### src/rtl/ysyx_25020037_axi_arbiter_pkg.sv
// Shared definitions for the two-master AXI4 arbiter.
// Optional feature macro: ARB_RR_EN (round-robin between M0 and M1).
package ysyx_25020037_axi_arbiter_pkg;

  // Arbiter state encoding (2-bit state register)
  localparam logic [1:0] IDLE        = 2'd0;
  localparam logic [1:0] GRANT_M0_RD = 2'd1;
  localparam logic [1:0] GRANT_M1_RD = 2'd2;
  localparam logic [1:0] GRANT_M1_WR = 2'd3;

  // Identity of the master that held the most recent grant
  localparam logic GNT_M0 = 1'b0;
  localparam logic GNT_M1 = 1'b1;

  // AXI response codes
  localparam logic [1:0] RESP_OKAY = 2'b00;

  // Default bus widths
  localparam int ADDR_W_DEF = 32;
  localparam int DATA_W_DEF = 32;

endpackage

### src/rtl/ysyx_25020037_arb_pick.sv
// Combinational grant selector: maps the pending requests seen in IDLE
// to the grant state entered on the next clock.
// With ARB_RR_EN defined, M0 and M1 alternate on contention; otherwise
// fixed priority M1 write > M1 read > M0 read.
module ysyx_25020037_arb_pick
  import ysyx_25020037_axi_arbiter_pkg::*;
(
`ifdef ARB_RR_EN
  input  logic       last_grant,
`endif
  input  logic       req0,
  input  logic       req1r,
  input  logic       req1w,
  output logic [1:0] next_state
);

`ifdef ARB_RR_EN
  // Round-robin between masters; within M1 the write wins over the read
  always_comb begin
    next_state = IDLE;
    if (req0 && (req1r || req1w)) begin
      if (last_grant == GNT_M1) begin
        next_state = GRANT_M0_RD;
      end else if (req1w) begin
        next_state = GRANT_M1_WR;
      end else begin
        next_state = GRANT_M1_RD;
      end
    end else if (req1w) begin
      next_state = GRANT_M1_WR;
    end else if (req1r) begin
      next_state = GRANT_M1_RD;
    end else if (req0) begin
      next_state = GRANT_M0_RD;
    end else begin
      next_state = IDLE;
    end
  end
`else
  // Fixed priority: M1 write, then M1 read, then M0 read
  always_comb begin
    next_state = IDLE;
    if (req1w) begin
      next_state = GRANT_M1_WR;
    end else if (req1r) begin
      next_state = GRANT_M1_RD;
    end else if (req0) begin
      next_state = GRANT_M0_RD;
    end else begin
      next_state = IDLE;
    end
  end
`endif

endmodule

### src/rtl/ysyx_25020037_axi_arbiter.sv
// Two-master (IFU read, LSU read/write) to one-slave AXI4 arbiter.
// Serialises transactions so the slave sees at most one at a time and
// routes responses back to the granted master only.
// Optional feature macro: ARB_RR_EN (round-robin arbitration).
module ysyx_25020037_axi_arbiter
  import ysyx_25020037_axi_arbiter_pkg::*;
#(
  parameter int ADDR_W = ADDR_W_DEF,
  parameter int DATA_W = DATA_W_DEF
) (
  input  logic                clk,
  input  logic                rst_n,
  // M0 (IFU) read
  input  logic                m0_arvalid,
  input  logic [ADDR_W-1:0]   m0_araddr,
  input  logic [3:0]          m0_arid,
  input  logic [7:0]          m0_arlen,
  input  logic [2:0]          m0_arsize,
  input  logic [1:0]          m0_arburst,
  output logic                m0_arready,
  output logic                m0_rvalid,
  output logic [1:0]          m0_rresp,
  output logic [DATA_W-1:0]   m0_rdata,
  output logic                m0_rlast,
  output logic [3:0]          m0_rid,
  input  logic                m0_rready,
  // M1 (LSU) read
  input  logic                m1_arvalid,
  input  logic [ADDR_W-1:0]   m1_araddr,
  input  logic [3:0]          m1_arid,
  input  logic [7:0]          m1_arlen,
  input  logic [2:0]          m1_arsize,
  input  logic [1:0]          m1_arburst,
  output logic                m1_arready,
  output logic                m1_rvalid,
  output logic [1:0]          m1_rresp,
  output logic [DATA_W-1:0]   m1_rdata,
  output logic                m1_rlast,
  output logic [3:0]          m1_rid,
  input  logic                m1_rready,
  // M1 (LSU) write
  input  logic                m1_awvalid,
  input  logic [ADDR_W-1:0]   m1_awaddr,
  input  logic [3:0]          m1_awid,
  input  logic [7:0]          m1_awlen,
  input  logic [2:0]          m1_awsize,
  input  logic [1:0]          m1_awburst,
  output logic                m1_awready,
  input  logic                m1_wvalid,
  input  logic [DATA_W-1:0]   m1_wdata,
  input  logic [DATA_W/8-1:0] m1_wstrb,
  input  logic                m1_wlast,
  output logic                m1_wready,
  output logic                m1_bvalid,
  output logic [1:0]          m1_bresp,
  output logic [3:0]          m1_bid,
  input  logic                m1_bready,
  // Slave side
  output logic                s_arvalid,
  output logic [ADDR_W-1:0]   s_araddr,
  output logic [3:0]          s_arid,
  output logic [7:0]          s_arlen,
  output logic [2:0]          s_arsize,
  output logic [1:0]          s_arburst,
  input  logic                s_arready,
  input  logic                s_rvalid,
  input  logic [1:0]          s_rresp,
  input  logic [DATA_W-1:0]   s_rdata,
  input  logic                s_rlast,
  input  logic [3:0]          s_rid,
  output logic                s_rready,
  output logic                s_awvalid,
  output logic [ADDR_W-1:0]   s_awaddr,
  output logic [3:0]          s_awid,
  output logic [7:0]          s_awlen,
  output logic [2:0]          s_awsize,
  output logic [1:0]          s_awburst,
  input  logic                s_awready,
  output logic                s_wvalid,
  output logic [DATA_W-1:0]   s_wdata,
  output logic [DATA_W/8-1:0] s_wstrb,
  output logic                s_wlast,
  input  logic                s_wready,
  input  logic                s_bvalid,
  input  logic [1:0]          s_bresp,
  input  logic [3:0]          s_bid,
  output logic                s_bready
);

  logic [1:0] state_r;
  logic [1:0] state_next_s;
  logic [1:0] pick_state_s;
  logic       ar_done_r;
  logic       aw_done_r;
  logic       w_done_r;
  logic       ar_hs_s;
  logic       aw_hs_s;
  logic       w_hs_s;
  logic       grant_end_s;

`ifdef ARB_RR_EN
  logic       last_grant_r;
`endif

  ysyx_25020037_arb_pick u_pick (
`ifdef ARB_RR_EN
    .last_grant (last_grant_r),
`endif
    .req0       (m0_arvalid),
    .req1r      (m1_arvalid),
    .req1w      (m1_awvalid),
    .next_state (pick_state_s)
  );

  // Handshakes as seen on the slave side; readys are gated by state,
  // so each term can only fire inside its own grant
  assign ar_hs_s     = s_arvalid & s_arready;
  assign aw_hs_s     = s_awvalid & s_awready;
  assign w_hs_s      = s_wvalid & s_wready;
  assign grant_end_s = (s_rvalid & s_rready & s_rlast) | (s_bvalid & s_bready);

  // State register
  always_ff @(posedge clk or negedge rst_n) begin
    if (!rst_n) begin
      state_r <= IDLE;
    end else begin
      state_r <= state_next_s;
    end
  end

  // Next-state: arbitrate in IDLE, hold grant until its final handshake
  always_comb begin
    state_next_s = state_r;
    case (state_r)
      IDLE:        state_next_s = pick_state_s;
      GRANT_M0_RD,
      GRANT_M1_RD,
      GRANT_M1_WR: state_next_s = grant_end_s ? IDLE : state_r;
      default:     state_next_s = IDLE;
    endcase
  end

  // Done flags: remember completed address/data handshakes within a grant
  always_ff @(posedge clk or negedge rst_n) begin
    if (!rst_n) begin
      ar_done_r <= 1'b0;
      aw_done_r <= 1'b0;
      w_done_r  <= 1'b0;
    end else if (grant_end_s) begin
      ar_done_r <= 1'b0;
      aw_done_r <= 1'b0;
      w_done_r  <= 1'b0;
    end else begin
      if (ar_hs_s) ar_done_r <= 1'b1;
      if (aw_hs_s) aw_done_r <= 1'b1;
      if (w_hs_s)  w_done_r  <= 1'b1;
    end
  end

`ifdef ARB_RR_EN
  // Record which master finished last for round-robin fairness
  always_ff @(posedge clk or negedge rst_n) begin
    if (!rst_n) begin
      last_grant_r <= GNT_M0;
    end else if (grant_end_s) begin
      last_grant_r <= (state_r == GRANT_M0_RD) ? GNT_M0 : GNT_M1;
    end else begin
      last_grant_r <= last_grant_r;
    end
  end
`endif

  // Output mux: connect only the granted master to the slave, all else 0
  always_comb begin
    m0_arready = 1'b0;
    m0_rvalid  = 1'b0;
    m0_rresp   = RESP_OKAY;
    m0_rdata   = {DATA_W{1'b0}};
    m0_rlast   = 1'b0;
    m0_rid     = 4'h0;
    m1_arready = 1'b0;
    m1_rvalid  = 1'b0;
    m1_rresp   = RESP_OKAY;
    m1_rdata   = {DATA_W{1'b0}};
    m1_rlast   = 1'b0;
    m1_rid     = 4'h0;
    m1_awready = 1'b0;
    m1_wready  = 1'b0;
    m1_bvalid  = 1'b0;
    m1_bresp   = RESP_OKAY;
    m1_bid     = 4'h0;
    s_arvalid  = 1'b0;
    s_araddr   = {ADDR_W{1'b0}};
    s_arid     = 4'h0;
    s_arlen    = 8'h00;
    s_arsize   = 3'h0;
    s_arburst  = 2'h0;
    s_rready   = 1'b0;
    s_awvalid  = 1'b0;
    s_awaddr   = {ADDR_W{1'b0}};
    s_awid     = 4'h0;
    s_awlen    = 8'h00;
    s_awsize   = 3'h0;
    s_awburst  = 2'h0;
    s_wvalid   = 1'b0;
    s_wdata    = {DATA_W{1'b0}};
    s_wstrb    = {(DATA_W/8){1'b0}};
    s_wlast    = 1'b0;
    s_bready   = 1'b0;
    case (state_r)
      GRANT_M0_RD: begin
        s_arvalid  = m0_arvalid & ~ar_done_r;
        s_araddr   = m0_araddr;
        s_arid     = m0_arid;
        s_arlen    = m0_arlen;
        s_arsize   = m0_arsize;
        s_arburst  = m0_arburst;
        m0_arready = s_arready & ~ar_done_r;
        m0_rvalid  = s_rvalid;
        m0_rresp   = s_rresp;
        m0_rdata   = s_rdata;
        m0_rlast   = s_rlast;
        m0_rid     = s_rid;
        s_rready   = m0_rready;
      end
      GRANT_M1_RD: begin
        s_arvalid  = m1_arvalid & ~ar_done_r;
        s_araddr   = m1_araddr;
        s_arid     = m1_arid;
        s_arlen    = m1_arlen;
        s_arsize   = m1_arsize;
        s_arburst  = m1_arburst;
        m1_arready = s_arready & ~ar_done_r;
        m1_rvalid  = s_rvalid;
        m1_rresp   = s_rresp;
        m1_rdata   = s_rdata;
        m1_rlast   = s_rlast;
        m1_rid     = s_rid;
        s_rready   = m1_rready;
      end
      GRANT_M1_WR: begin
        s_awvalid  = m1_awvalid & ~aw_done_r;
        s_awaddr   = m1_awaddr;
        s_awid     = m1_awid;
        s_awlen    = m1_awlen;
        s_awsize   = m1_awsize;
        s_awburst  = m1_awburst;
        m1_awready = s_awready & ~aw_done_r;
        s_wvalid   = m1_wvalid & ~w_done_r;
        s_wdata    = m1_wdata;
        s_wstrb    = m1_wstrb;
        s_wlast    = m1_wlast;
        m1_wready  = s_wready & ~w_done_r;
        // B is only passed once both address and data have been accepted
        m1_bvalid  = s_bvalid & aw_done_r & w_done_r;
        m1_bresp   = s_bresp;
        m1_bid     = s_bid;
        s_bready   = m1_bready & aw_done_r & w_done_r;
      end
      default: begin
        s_arvalid  = 1'b0;
      end
    endcase
  end

endmodule

### config.mk
export PLATFORM = sky130hd
export DESIGN_NAME = ysyx_25020037_axi_arbiter
export DESIGN_NICKNAME = d
export VERILOG_FILES = /design/src/rtl/ysyx_25020037_axi_arbiter_pkg.sv /design/src/rtl/ysyx_25020037_arb_pick.sv /design/src/rtl/ysyx_25020037_axi_arbiter.sv
export SDC_FILE = /design/constraint.sdc
export NUM_CORES = 1
export LEC_CHECK = 0
export ABC_AREA = 1
export CAP_MARGIN = 20
export CORE_AREA = 5 5 181 183
export DETAILED_ROUTE_END_ITERATION = 8
export DIE_AREA = 0 0 186 188
export PLACE_DENSITY_LB_ADDON = 0.15
export REMOVE_ABC_BUFFERS = 1
export SKIP_CTS_REPAIR_TIMING = 1
export SYNTH_ARGS = -nofsm -noshare
export SYNTH_HDL_FRONTEND = slang
export SYNTH_SLANG_ARGS = --single-unit
export TNS_END_PERCENT = 50
### constraint.sdc
create_clock -name clk -period 1.5 [get_ports clk]
set_input_delay 0.3 -clock clk [delete_from_list [all_inputs] [get_ports clk]]
set_output_delay 0.3 -clock clk [all_outputs]
set_load 0.01 [all_outputs]
# --- Word-level counts from Yosys, hierarchy flattened ---
# Index checks and enable logic that the tools add are counted.
# Widths: inputs -> output; s select.
totals:
  ff_bits: 5
  input_bits: 243
  output_inout_bits: 231
  word_cells: 80
op_classes:
  n_eq_ne: 4
  mux: 46
  bitwise_logic: 21
  reduce_logical: 5
ops:
  columns: ["operator", "n"]
  rows:
  - ["$mux 32", 4]
  - ["$pmux 32 s2", 1]
  - ["$mux 1", 20]
  - ["$mux 4", 5]
  - ["$and 1x1->1", 17]
  - ["$pmux 8 s2", 1]
  - ["$mux 2", 7]
  - ["$mux 8", 1]
  - ["$pmux 2 s2", 2]
  - ["$pmux 4 s2", 1]
  - ["$pmux 3 s2", 1]
  - ["$reduce_bool 2->1", 3]
  - ["$eq 2x2->1 const B", 2]
  - ["$pmux 1 s2", 2]
  - ["$mux 3", 1]
  - ["$not 1->1", 3]
  - ["$reduce_or 3->1", 1]
  - ["$eq 2x1->1 const B", 1]
  - ["$logic_not 2->1", 1]
  - ["$ne 2x2->1 const B", 1]
  - ["$or 1x1->1", 1]

# --- Logic depth before layout (Yosys ltp) ---
# Gate-level depths: netlist of the first run.
depth:
  ltp_word: 7
  mapped_depth: 8
  mapped_depth_nobuf: 7

# --- Modules after synthesis ---
# A second synthesis of the first run with hierarchy kept.
unflattened:
  hier_cells: 593
  hier_area_um2: 2606.2
modules_own_cells:
  columns: ["module", "n_inst", "cells_each", "area_per_inst_um2", "seq_area_each_um2"]
  rows:
  - ["ysyx_25020037_axi_arbiter", 1, 588, 2587.5, 125.1]
  - ["ysyx_25020037_arb_pick", 1, 5, 18.8, 0.0]

# --- Worst setup path after synthesis of the first run ---
# No wires, ideal clock.
synth_timing:
  kind: "reg-to-output"
  start: "register state_r[0]"
  end: "output s_araddr[0]"
  arrival_ns: 1.245
  required_time_ns: 1.200
  slack_ns: -0.045
  path_stages_with_launch: 6
  n_path_buf: 1
  cell_sequence: "dfrtp_1 inv_1 ha_1 inv_1 buf_1 a21oi_1"
synth_via:
  elab_chain_len: 2
  elab_cells_between_ends: 3
  classes_between: "eq/ne (2); mux (1)"
synth_rtl:
  columns: ["item", "line", "text"]
  rows:
  - ["start, declared", "ysyx_25020037_axi_arbiter.sv:90", "logic [1:0] state_r;"]
  - ["start signal, assigned", "ysyx_25020037_axi_arbiter.sv:127", "state_r <= state_next_s;"]
  - ["$eq 2x2->1 / $eq 2x1->1 (equally long branches)", "ysyx_25020037_axi_arbiter.sv:210", "case (state_r)"]
  - ["$pmux 32 s2 *", "ysyx_25020037_axi_arbiter.sv:210", null]
  - ["end, declared", "ysyx_25020037_axi_arbiter.sv:60", "output logic [ADDR_W-1:0] s_araddr,"]
# Every way passes the cells marked *; elsewhere a longest branch is shown, timed or not.

# --- Worst setup path in the final report of the first run ---
layout_timing:
  start: "register state_r[1]"
  end: "output s_awvalid"
layout_via:
  elab_chain_len: 2
layout_rtl:
  columns: ["item", "line", "text"]
  rows:
  - ["$eq 2x2->1", "ysyx_25020037_axi_arbiter.sv:210", null]
  - ["$mux 1", "ysyx_25020037_axi_arbiter.sv:210", null]
  - ["end, declared", "ysyx_25020037_axi_arbiter.sv:72", "output logic s_awvalid,"]
# No other way between the ends.

==> impl_metrics.json, run 1 <==
{
  "cts_made_buffers": 3,
  "cp-start-kind": "flip-flop",
  "yosys_warnings": 0,
  "cts_buffer_depth": 2,
  "vias": 5447,
  "grt_pass1_vias": 5265,
  "min_period_over_period_pct": 134.6,
  "worstSetupEndpointType": "primary output",
  "design_area_um2": 9996,
  "synth_area_per_cell_um2": 4.264,
  "place_area_um2": 8112,
  "fmax_ghz": 0.4955,
  "setup_violations": 236,
  "status": "complete, but fails checks",
  "io_pins": 474,
  "path_max_fanout": 5,
  "die_height_um": 188,
  "gr-usage-all-layers_pct": 12.24,
  "rr_worst_depth": 10,
  "ys_seq_area_share_pct": 4.965,
  "dieWidth_um": 186,
  "synthTopCellsByCount": "nand2_1 (286), inv_1 (187), a21oi_1 (53)",
  "worst_pin_slew_ns": 0.2940,
  "grt_setup_unrepaired": "yes",
  "grt_overflow_total": 0,
  "antenna_found_initial": 6,
  "yosysMostFrequentCell": "nand2_1",
  "cts.sinks": 5,
  "cts_tree": "built",
  "cts.reportedPaths.clkPinSlew_ns": 0.03,
  "start_util_pct": 8.111,
  "power.leakage_nw": 7.096,
  "drt_iter0_markers": 53,
  "crit_type": "reg2out",
  "io_buffers": 473,
  "drv_slew": 0,
  "final_hold_viol_count": 0,
  "cts_max_level": 1,
  "fin_skew_ns": 0.002085,
  "synth_area_leaders": "nand2_1 (43%), inv_1 (28%), a21oi_1 (11%)",
  "core_area_um2": 31070,
  "grt_first_pass_wirelength_um": 32460,
  "arrival_ns": 1.72,
  "cts-root-buf": "clkbuf_16",
  "cap_violations": 0,
  "final_util_pct": 32.17,
  "dr.pass1.iters": 4,
  "drc": 0,
  "netlist_instances": 591,
  "irDropWorstVdd_uv": 1291,
  "drive_gt1_share_pct": 41.01,
  "relSlewSlack_pct": 80.34,
  "ys_ff_latch": 5,
  "violations": "negative setup slack",
  "syn_to_final_growth_pct": 296.7,
  "fin_crit_ns": 2.018,
  "power.density_nw_per_um2": 1573,
  "synth_cell_types": 17,
  "synth-main-ff-cell": "dfrtp_1",
  "synth_top_cell_area_share_pct": 42.60,
  "totalWireLength_um": 26720,
  "grt_max_degree": 35,
  "clk_latency_ns": 0.23,
  "synth_edf_count": 0,
  "rows": 65,
  "via_per_inst": 3.551,
  "dp.final_hpwl_um": 21020,
  "worstPathRequired_ns": 1.20,
  "setup_slack_ns": -0.5183,
  "hp-class": "in2async",
  "die_area_um2": 34970,
  "nNetsFinal": 1377,
  "routedWlPerCell_um": 17.42,
  "synth_area_leader_cell": "nand2_1",
  "ant_nets": 0,
  "syn_area_um2": 2520,
  "gp_congestion": 0.8013,
  "async_flop_share_pct": 100.0
}
[flip-flops by register name (all words and copies together), names as in the netlist]
name and cells:
ar_done_r 1, w_done_r 1, aw_done_r 1, state_r 2
[per-stage QoR]
stage	cells	hold WS (ns)	power [mW]	TNS (ns)	worst slack, ns
6_report	1534	0.3074	15.73	-84.01	-0.5183
5_1_grt	1534	0.3333	16.89	-99.99	-0.5946
4_1_cts	1482	0.3206	11.86	-161.06	-0.8826
3_5_place_dp	1478	0.5481	11.36	-104.35	-0.6349
3_3_place_gp	1478	0.5542	11.43	-101.75	-0.6284
2_1_floorplan	556	0.004409	4.167	-262.09	-1.333
[kinds of logic (layout without fill, tap and decap cells)]
logic type                 after synthesis  count (layout)  share of synthesized area [%]
adders and majority gates                4               4                          1.986
other                                    0               3                              0
DFF                                      5               5                          4.965
buffers and inverters                  224             762                          36.05
AOI/OAI and AO/OA                       55              55                          10.92
and+or+nand+nor                        303             303                          46.08
[final timing paths]
| kind | slack [ns] | end | from |
|---|---|---|---|
| max in group asynchronous | 0.99 | aw_done_r | rst_n |
| min in group clk | 0.56 | ar_done_r | ar_done_r |
| min | 0.31 | state_r[0] | rst_n |
| min reg2reg | 0.56 | ar_done_r | ar_done_r |
| max reg2reg | -0.22 | w_done_r | state_r[1] |
| max | -0.52 | s_awvalid | state_r[1] |
[layout by cell type (no fill, tap or decap)]
cell type        count
inv_8                1
inv_2               64
buf_6               85
nor2_2               1
nand3_2              1
inv_4                1
clkdlybuf4s50_1    242
a21oi_1              8
nor3_4               1
o21ai_0              2
buf_2               48
clkbuf_1             1
nor2_1               8
nor2_4               1
buf_4               40
ha_4                 4
and3_4               1
a21oi_2             45
buf_8                9
dlymetal6s2s_1      98
clkbuf_16           19
dfrtp_1              5
nand2_1            175
nand2_4             78
buf_12              22
nand2_2             33
clkbuf_2             9
nand3_1              1
diode_2              3
inv_1              123
nand4_1              3
[report_power, final]
part	switching (mW)	internal [mW]
sequential	0.0602	0.206
combinational	7.30	7.72
clock	0.0834	0.352
[cell type report]
cell class	instances	area, um2
diodes	3	7.507
clock buffers	4	78.83
fillers	3382	21070
inverters	189	719.4
multi-input cells	362	2395
flip-flops and latches	5	125.1
well taps	402	503.0
repair buffers	569	6167
[critical path: stages (launching register included)]
cell       delay [ns]
dfrtp_1          0.41
buf_6            0.13
ha_4             0.20
buf_6            0.13
clkbuf_16        0.13
buf_6            0.09
inv_4            0.04
nor3_4           0.19
buf_6            0.15
[layer usage]
metal | global-route usage (%) | vias up | part of all wire, %
li1 | - | 2715 | -
met2 | 24.56 | 292 | 56
met3 | 5.315 | 24 | 11
met1 | 11.04 | 2412 | 31
met4 | 2.747 | 4 | 1.8
met5 | 0 | - | 0.10
No activity file was read; power rests on OpenSTA's default activity.
==> run 2, diff against run 1 <==
--- a/config.mk
+++ b/config.mk
@@ -7,9 +7,9 @@
 export LEC_CHECK = 0
 export ABC_AREA = 1
 export CAP_MARGIN = 20
-export CORE_AREA = 5 5 181 183
+export CORE_AREA = 5 5 183 185
 export DETAILED_ROUTE_END_ITERATION = 8
-export DIE_AREA = 0 0 186 188
+export DIE_AREA = 0 0 188 190
 export PLACE_DENSITY_LB_ADDON = 0.15
 export REMOVE_ABC_BUFFERS = 1
 export SKIP_CTS_REPAIR_TIMING = 1
==> constraint.sdc (replaced) <==
create_clock -name clk -period 2.6 [get_ports clk]
set_input_delay 0.52 -clock clk [delete_from_list [all_inputs] [get_ports clk]]
set_output_delay 0.52 -clock clk [all_outputs]
set_load 0.01 [all_outputs]
==> run 2 against run 1 <==
Net effect:
- the run now ends clean
- cell count decreased by 4.6%
- combinational power fell by 59%
- core utilization shrank 6.4 points
==> impl_metrics.json, run 2 (synthesis gave the netlist of run 1 again) <==
{
  "core_area_um2": 31880,
  "totalWireLength_um": 23300,
  "die_area_um2": 35720,
  "r2r_start": "state_r[1]",
  "final_hold_viol_count": 0,
  "vias": 4940,
  "final_common_cell": "clkdlybuf4s50_1",
  "power.leakage_nw": 5.189,
  "largest_register": "state_r",
  "grt_pass1_vias": 5112,
  "grt_first_pass_wirelength_um": 32680,
  "hold_depth": 2,
  "drv_slew": 0,
  "dr.pass1.iters": 4,
  "cts_made_buffers": 3,
  "nNetsFinal": 1303,
  "cts.reportedPaths.clkPinSlew_ns": 0.04,
  "grt_overflow_total": 0,
  "nFillCells": 3596,
  "rr_worst_depth": 8,
  "status": "finished, final reports clean",
  "hold_end": "w_done_r",
  "dp.final_hpwl_um": 20270,
  "crit_type": "reg2out",
  "drive_gt1_share_pct": 4.265,
  "final_cells": 1463,
  "worstSetupEndpointType": "primary output",
  "fmax_ghz": 0.3930,
  "worst_pin_slew_ns": 0.3756,
  "ant_nets": 0,
  "arrival_ns": 2.02,
  "cts.sinks": 5,
  "dieWidth_um": 188,
  "via_per_inst": 3.377,
  "io_buffers": 473,
  "power.density_nw_per_um2": 795.2,
  "routedWlPerCell_um": 15.93,
  "min_period_over_period_pct": 97.86,
  "io_pins": 474,
  "worstPathRequired_ns": 2.08,
  "cts_tree": "built",
  "cts_buffer_depth": 2,
  "hp-class": "reg2reg",
  "clk_latency_ns": 0.23,
  "dp.cells": 1456,
  "whs_ns": 0.5464,
  "fin_crit_ns": 2.544,
  "rows": 66,
  "gp_congestion": 0.7761,
  "final_util_pct": 25.78,
  "fin_skew_ns": 0.003907,
  "diodes": 0,
  "cp-start-kind": "flip-flop",
  "irDropWorstVdd_uv": 420.1,
  "setup_violations": 0,
  "cts-root-buf": "clkbuf_16",
  "r2r_end": "w_done_r",
  "syn_to_final_growth_pct": 226.1,
  "final_cell_mix": "clkdlybuf4s50_1 (409), nand2_1 (282), inv_1 (186), dlymetal6s2s_1 (60), a21oi_1 (50)",
  "cts_max_level": 1,
  "die_height_um": 190,
  "largest_register_ffs": 2,
  "gr-usage-all-layers_pct": 11.91,
  "relSlewSlack_pct": 75.04,
  "start_util_pct": 7.905,
  "hold_start": "w_done_r",
  "r2r_setup_slack_ns": 0.76,
  "antenna_found_initial": 0,
  "grt_max_degree": 46,
  "tns_ns": 0,
  "drt_iter0_markers": 101,
  "drc": 0,
  "path_max_fanout": 23,
  "cap_violations": 0,
  "grt_setup_unrepaired": "yes"
}
## run 2: cell count changes in the layout (fill, tap and decap cells not counted), sizes merged
cell / previous run / this run
clkdlybuf4s50: 242 / 409
clkbuf: 29 / 5
diode: 3 / 0
buf: 204 / 25
dlymetal6s2s: 98 / 60
## run 2: cell type report
type	count	area, um2	area share, %
Timing Repair Buffer	495	5240	63.77
Multi-Input combinational cell	362	1553	18.90
Inverter	189	709.4	8.634
Tap cell	408	510.5	6.213
Sequential cell	5	125.1	1.523
Clock buffer	4	78.83	0.9593
## run 2: metrics by stage
stage / power [mW] / worst slack, ns / instance area [um2]
finish: 6.534 / 0.05551 / 8217
detailed placement: 6.430 / 0.03651 / 7899
CTS: 6.731 / -0.1796 / 7978
global placement: 6.464 / 0.001288 / 7899
floorplan: 2.433 / -0.4532 / 2321
global route: 7.112 / -0.05058 / 8217
## run 2: worst max-delay path, cell delays in order, from the launching register on
cell and delay, ns:
dfrtp_1 0.40, buf_4 0.13, buf_4 0.11, ha_4 0.21, buf_6 0.22, nand2_1 0.07, inv_1 0.10, clkdlybuf4s50_1 0.55
## run 2: worst max-delay path by stage
stage	cells after the start	end	slack, ns	from
after CTS	6	s_rready	-0.18	state_r[1]
after detailed placement	4	s_rready	0.04	m1_rready
after global placement	4	s_rready	0.001	m0_rready
final	7	s_awsize[2]	0.06	state_r[1]
after floorplan	5	s_arvalid	-0.45	state_r[0]
after global routing	7	s_awlen[4]	-0.05	state_r[1]
## run 2: routing by layer
| metal | part of all wire [%] | GRT usage [%] | vias to the layer above |
|---|---|---|---|
| met5 | 0 | 0 | - |
| met4 | 0.95 | 1.440 | 0 |
| met3 | 11 | 5.266 | 6 |
| met2 | 53 | 23.51 | 294 |
| met1 | 34 | 11.73 | 2092 |
| li1 | - | - | 2548 |
## run 2: report_power, final
group / total [mW] / internal, mW / switching [mW]
registers: 0.149 / 0.118 / 0.0306
logic: 6.13 / 3.06 / 3.06
clock network: 0.258 / 0.204 / 0.0541
total: 6.53 / 3.39 / 3.15
